## src/rtl/db_pkg.sv

```systemverilog
// rtl/db_pkg.sv - shared DB op/flag/state codes and issuer FSM encoding
package db_pkg;

    localparam logic SET_REQ = 1'b1;
    localparam logic GET_REQ = 1'b0;

    localparam int OP_RW_BIT   = 0;
    localparam int FLAG_ST_LSB = 1;

    typedef enum logic [1:0] {
        ST_IDLE    = 2'b00,
        ST_SUSPECT = 2'b01,
        ST_ARREST  = 2'b10,
        ST_EXPIRE  = 2'b11
    } db_state_e;

    typedef enum logic [1:0] {
        ISS_IDLE  = 2'b00,
        ISS_ISSUE = 2'b01,
        ISS_WAIT  = 2'b10
    } iss_state_e;

    function automatic logic flag_is_arrest(input logic [3:0] flag);
        return flag[FLAG_ST_LSB +: 2] == ST_ARREST;
    endfunction

endpackage

```

## src/rtl/db_key_fold.sv

```systemverilog
// rtl/db_key_fold.sv - combinational 96-bit flow key to 32-bit XOR fold
module db_key_fold (
    input  logic [95:0] key_i,
    output logic [31:0] hash_o
);

    assign hash_o = key_i[95:64] ^ key_i[63:32] ^ key_i[31:0];

endmodule

```

## src/rtl/db_req_issuer.sv

```systemverilog
// rtl/db_req_issuer.sv - one-at-a-time DB lookup initiator with fixed-latency verdict
module db_req_issuer
    import db_pkg::*;
#(
    parameter int HASH_SIZE  = 32,
    parameter int KEY_SIZE   = 96,
    parameter int VAL_SIZE   = 32,
    parameter int TXN_CYCLES = 5,
    parameter int CNT_WIDTH  = 32
) (
    input  logic                 clk,
    input  logic                 rst,
    input  logic                 req_valid,
    output logic                 req_ready,
    input  logic [3:0]           req_op,
    input  logic [KEY_SIZE-1:0]  req_key,
    input  logic [VAL_SIZE-1:0]  req_value,
    output logic                 res_valid,
    output logic                 res_hit,
    output logic [3:0]           res_flag,
    output logic                 res_drop,
    output logic                 db_valid,
    output logic [3:0]           db_op,
    output logic [HASH_SIZE-1:0] db_hash,
    output logic [KEY_SIZE-1:0]  db_key,
    output logic [VAL_SIZE-1:0]  db_value,
    input  logic                 db_rsp_valid,
    input  logic [3:0]           db_rsp_flag,
    output logic [CNT_WIDTH-1:0] cnt_hit,
    output logic [CNT_WIDTH-1:0] cnt_miss
);

    localparam int WCW = $clog2(TXN_CYCLES);
    localparam logic [WCW-1:0] WAIT_LOAD = WCW'(TXN_CYCLES - 2);

    iss_state_e           state_q, state_d;
    logic [WCW-1:0]       wcnt_q, wcnt_d;
    logic                 got_q, got_d;
    logic [3:0]           cap_q, cap_d;
    logic [3:0]           op_q, op_d;
    logic [HASH_SIZE-1:0] hash_q, hash_d;
    logic [KEY_SIZE-1:0]  key_q, key_d;
    logic [VAL_SIZE-1:0]  val_q, val_d;
    logic                 res_valid_q, res_valid_d;
    logic                 res_hit_q, res_hit_d;
    logic [3:0]           res_flag_q, res_flag_d;
    logic                 res_drop_q, res_drop_d;
    logic [CNT_WIDTH-1:0] cnt_hit_q, cnt_hit_d;
    logic [CNT_WIDTH-1:0] cnt_miss_q, cnt_miss_d;
    logic [31:0]          fold_w;

    db_key_fold u_fold (
        .key_i  (req_key),
        .hash_o (fold_w)
    );

    // The verdict cycle still blocks acceptance so transactions stay TXN_CYCLES+2 apart.
    assign req_ready = (state_q == ISS_IDLE) && !res_valid_q;
    assign db_valid  = (state_q == ISS_ISSUE);

    always_comb begin
        state_d     = state_q;
        wcnt_d      = wcnt_q;
        got_d       = got_q;
        cap_d       = cap_q;
        op_d        = op_q;
        hash_d      = hash_q;
        key_d       = key_q;
        val_d       = val_q;
        res_valid_d = 1'b0;
        res_hit_d   = res_hit_q;
        res_flag_d  = res_flag_q;
        res_drop_d  = res_drop_q;
        cnt_hit_d   = cnt_hit_q;
        cnt_miss_d  = cnt_miss_q;
        case (state_q)
            ISS_IDLE: begin
                if (req_valid && req_ready) begin
                    op_d    = req_op;
                    hash_d  = HASH_SIZE'(fold_w);
                    key_d   = req_key;
                    val_d   = req_value;
                    state_d = ISS_ISSUE;
                end
            end
            ISS_ISSUE: begin
                wcnt_d  = WAIT_LOAD;
                got_d   = 1'b0;
                cap_d   = 4'd0;
                state_d = ISS_WAIT;
            end
            ISS_WAIT: begin
                // Only the first strobe of a window counts; later ones are duplicates.
                if (db_rsp_valid && !got_q) begin
                    got_d = 1'b1;
                    cap_d = db_rsp_flag;
                end
                if (wcnt_q == '0) begin
                    res_valid_d = 1'b1;
                    res_hit_d   = got_d;
                    res_flag_d  = got_d ? cap_d : 4'd0;
                    res_drop_d  = got_d && flag_is_arrest(cap_d);
                    if (got_d) begin
                        if (cnt_hit_q != '1) cnt_hit_d = cnt_hit_q + 1'b1;
                    end else begin
                        if (cnt_miss_q != '1) cnt_miss_d = cnt_miss_q + 1'b1;
                    end
                    state_d = ISS_IDLE;
                end else begin
                    wcnt_d = wcnt_q - 1'b1;
                end
            end
            default: state_d = ISS_IDLE;
        endcase
    end

    always_ff @(posedge clk) begin
        if (rst) begin
            state_q     <= ISS_IDLE;
            wcnt_q      <= '0;
            got_q       <= 1'b0;
            cap_q       <= 4'd0;
            op_q        <= 4'd0;
            hash_q      <= '0;
            key_q       <= '0;
            val_q       <= '0;
            res_valid_q <= 1'b0;
            res_hit_q   <= 1'b0;
            res_flag_q  <= 4'd0;
            res_drop_q  <= 1'b0;
            cnt_hit_q   <= '0;
            cnt_miss_q  <= '0;
        end else begin
            state_q     <= state_d;
            wcnt_q      <= wcnt_d;
            got_q       <= got_d;
            cap_q       <= cap_d;
            op_q        <= op_d;
            hash_q      <= hash_d;
            key_q       <= key_d;
            val_q       <= val_d;
            res_valid_q <= res_valid_d;
            res_hit_q   <= res_hit_d;
            res_flag_q  <= res_flag_d;
            res_drop_q  <= res_drop_d;
            cnt_hit_q   <= cnt_hit_d;
            cnt_miss_q  <= cnt_miss_d;
        end
    end

    assign res_valid = res_valid_q;
    assign res_hit   = res_hit_q;
    assign res_flag  = res_flag_q;
    assign res_drop  = res_drop_q;
    assign db_op     = op_q;
    assign db_hash   = hash_q;
    assign db_key    = key_q;
    assign db_value  = val_q;
    assign cnt_hit   = cnt_hit_q;
    assign cnt_miss  = cnt_miss_q;

endmodule
```

## config.mk

```make
export PLATFORM = sky130hd
export DESIGN_NAME = db_req_issuer
export DESIGN_NICKNAME = d
export VERILOG_FILES = /design/src/rtl/db_pkg.sv /design/src/rtl/db_key_fold.sv /design/src/rtl/db_req_issuer.sv
export SDC_FILE = /design/constraint.sdc
export NUM_CORES = 1
export LEC_CHECK = 0
export ABC_AREA = 1
export CAP_MARGIN = 10
export CORE_MARGIN = 4
export CORE_UTILIZATION = 36
export CTS_CLUSTER_SIZE = 40
export DETAILED_ROUTE_END_ITERATION = 6
export GPL_ROUTABILITY_DRIVEN = 0
export PLACE_DENSITY = 0.68
export REMOVE_ABC_BUFFERS = 1
export SLEW_MARGIN = 25
export SYNTH_ARGS = -nofsm -noshare
export SYNTH_HDL_FRONTEND = slang
export SYNTH_SLANG_ARGS = --single-unit
```

## constraint.sdc

```tcl
create_clock -name clk -period 1.6 [get_ports clk]
set_input_delay 0.4 -clock clk [delete_from_list [all_inputs] [get_ports clk]]
set_output_delay 0.4 -clock clk [all_outputs]
set_load 0.02 [all_outputs]
```

==> results.md <==
- Number of synthesized flops with an enable pin: 0
- Number of buffers created by CTS: 29
- Worst Skew: 11.2 ps
- Seq/Total Area, Yosys: 0.438
- MaxCap Viol Count: 0
- LEAKAGE: 8.04 nW
- Final slew viol count: 0
- Most common flop cell mapped by yosys: dfxtp_1
- # setup viols final: 192
- Core area: 30700 sq um
- Hold Crit Class: input port to register
- Final hold violation count: 0
- Num Clock Sinks: 245
- Initial antenna violation count: 0
- ANT nets after route: 0
- Total number of vias: 13000
- Critical path's slowest cell: dfxtp_2
- CP delay by family, top: flip-flops
- Syn. warnings: 0
- Clock Path Buffers: 3
- Clk Tree Root Cell: clkbuf_16
- CP cell instances: inv_2, ha_4, inv_2, nor2_4, buf_6
- Initial Utilization: 0.365
- Mapped Avg Cell Area: 7.05 sq um
- Register area: 4980 sq um
- Outcome: complete, but fails checks
- Drt total wl: 48100 um
- # fillers: 2323
- Placed Instance Area: 16300 sq um
- Multi-input logic area: 6930 sq um
- Synth Register Bits: 245
- I/O pins: 377
- Violated checks: setup timing
- # diodes: 0
- First-pass GRT wire length: 64300 um
- Crit. End Element: output port
- Largest net degree at the start of global routing: 74
- Drc violations: 0
- Hold_ws: 105 ps
- Fin crit share: 1.10
- Drt first pass iters: 7
- CTS clock-pin slew for the worst setup and hold paths: 60 ps
- Final worst setup slack: -164 ps
- Input/output buffers: 376
- CP required: 1200 ps
- Synth cell count leaders: nand2_1 (599), dfxtp_1 (245), a21oi_1 (168)
- Setup TNS: -8640 ps
- Final nets: 2267
- CP max stage delay: 320 ps
- Die Ht: 184 um
- Slew headroom: 0.688
- Min cycle time layout: 1760 ps
- Most common cell on crit path: inv_2
- # H-tree levels: 1
- Vias in the first global route: 12000
- Critical Path Start Type: register
- Clock latency at the later pin of the worst-skew pair: 550 ps
- Yosys top cell area share: 0.438
- CP arrival: 1360 ps
- Buf/Inv on CP: 3
- Synth Instances: 1590
- Worst Setup Path Type: register to output port
- Yosys cell types: 30
- Avg WL per Cell: 19.0 um
- Full die area: 34000 sq um
- Power Dens Cells: 1360 nW/um^2
- Worst-path maximum fanout: 2
- RSZ-0062 raised after global routing: yes
- DR vias/cell: 5.14
- Worst Tran Pin Value: 468 ps
- Count leader, synth: nand2_1
- Synth Cell Area: 11200 sq um
- HPWL after DPL: 29200 um
- Tot GR Track Use: 0.230
- Synth area leaders: dfxtp_1 (44%), nand2_1 (20%), a21oi_1 (7.5%)
- Fmax: 567 MHz
- Post-route cell area: 20200 sq um
- First DRT Iteration DRCs: 758
- VDD IR max: 1030 uV
- Die X-Extent: 184 um
- Layout cell share with drive strength beyond 1: 0.413
- Area grow syn2layout: 79.9%
- Leading area contributor after synthesis: dfxtp_1
- GRT Residual Overflow: 0
- CTS tree: done
- Core Rows: 64
- FFs w/ async S/R, synth: 0
## cells by family after synthesis
logic type	after synthesis	synth area share
buffers and inverters	181	0.0696
adder cells (fa/ha/maj)	8	0.00893
AO/OA/AOI/OAI	237	0.124
AND/OR/NAND/NOR	854	0.308
XOR/XNOR	62	0.0485
flip-flops	245	0.438
multiplexers	3	0.00301
## where the power goes
group / internal, mW / total [mW] / switching (mW) / leakage [nW]
logic: 6.47 / 13.1 / 6.67 / 5.55
clock network: 3.84 / 6.55 / 2.72 / 0.468
registers: 7.04 / 7.63 / 0.583 / 2.03
total: 17.4 / 27.3 / 9.97 / 8.04
## path summary, 6_finish.rpt
check	startpoint	cells after the start	slack (ps)	endpoint
hold reg to reg	db_key[40]	2	460	db_key[40]
setup reg to reg	state_q[1]	12	-160	db_value[7]
setup / recovery	state_q[1]	5	-160	req_ready
hold / removal	rst	2	100	db_key[59]
## stage by stage
step	power, mW	util	worst slack [ps]	instances
after floorplan	10.9	-	-3900	1514
after global placement	15.7	0.530	-325	2407
after detailed placement	15.9	0.530	-397	2407
after CTS	24.0	0.586	-173	2493
after global routing	28.4	0.657	-247	2538
final	27.3	0.657	-164	2538
## cell usage in the layout, fill, tap and decap left out, types with 15 or more instances in the layout
| cell | n |
|---|---|
| nand2_2 | 94 |
| nor2_4 | 21 |
| nand4_1 | 15 |
| nand2_4 | 43 |
| dfxtp_1 | 191 |
| clkbuf_16 | 55 |
| a21oi_2 | 98 |
| buf_6 | 33 |
| buf_2 | 69 |
| a21oi_1 | 92 |
| clkdlybuf4s15_2 | 143 |
| buf_12 | 26 |
| xor2_1 | 16 |
| inv_1 | 92 |
| xnor2_1 | 44 |
| buf_16 | 15 |
| clkdlybuf4s15_1 | 16 |
| dfxtp_2 | 51 |
| nor2_2 | 21 |
| clkdlybuf4s50_1 | 138 |
| o221ai_2 | 30 |
| nand3_1 | 19 |
| nor2_1 | 131 |
| nand2_1 | 478 |
| buf_4 | 95 |
## metal layers
| metal | GRT usage | part of all wire |
|---|---|---|
| met4 | 0.0674 | 0.042 |
| met5 | 0 | 0 |
| met1 | 0.280 | 0.38 |
| met2 | 0.413 | 0.50 |
| met3 | 0.0460 | 0.082 |
## final cells by class
class                      count  area share
timing repair inverter         2     0.00248
inverter                     105      0.0212
multi-input combinational   1164       0.344
timing repair buffer         572       0.314
tap                          396      0.0246
clock buffer                  38      0.0397
sequential                   245       0.247
clock inverter                16     0.00708
## worst register-to-register path, delay by kind of cell, from the launching register on
kind	cells	cell delay [ps]
buf+inv	7	800
compound gates	1	170
simple gates	3	250
flops	1	320
fa+ha+maj	1	140
## what timing repair did
item,CTS,global route
hold buffers,0,0
pin swaps,14,102
setup buffers,18,17
resized for setup,927,392
setup endpoints to repair,411,288
cloned,14,30
## state kept, by name, indices dropped and copies added, names as in the netlist, 4 cells and up
name	flops
db_op	4
db_hash	32
cnt_hit	32
db_key	96
db_value	32
cap_q	4
res_flag	4
cnt_miss	32
No activity file was read; power rests on OpenSTA's default activity.
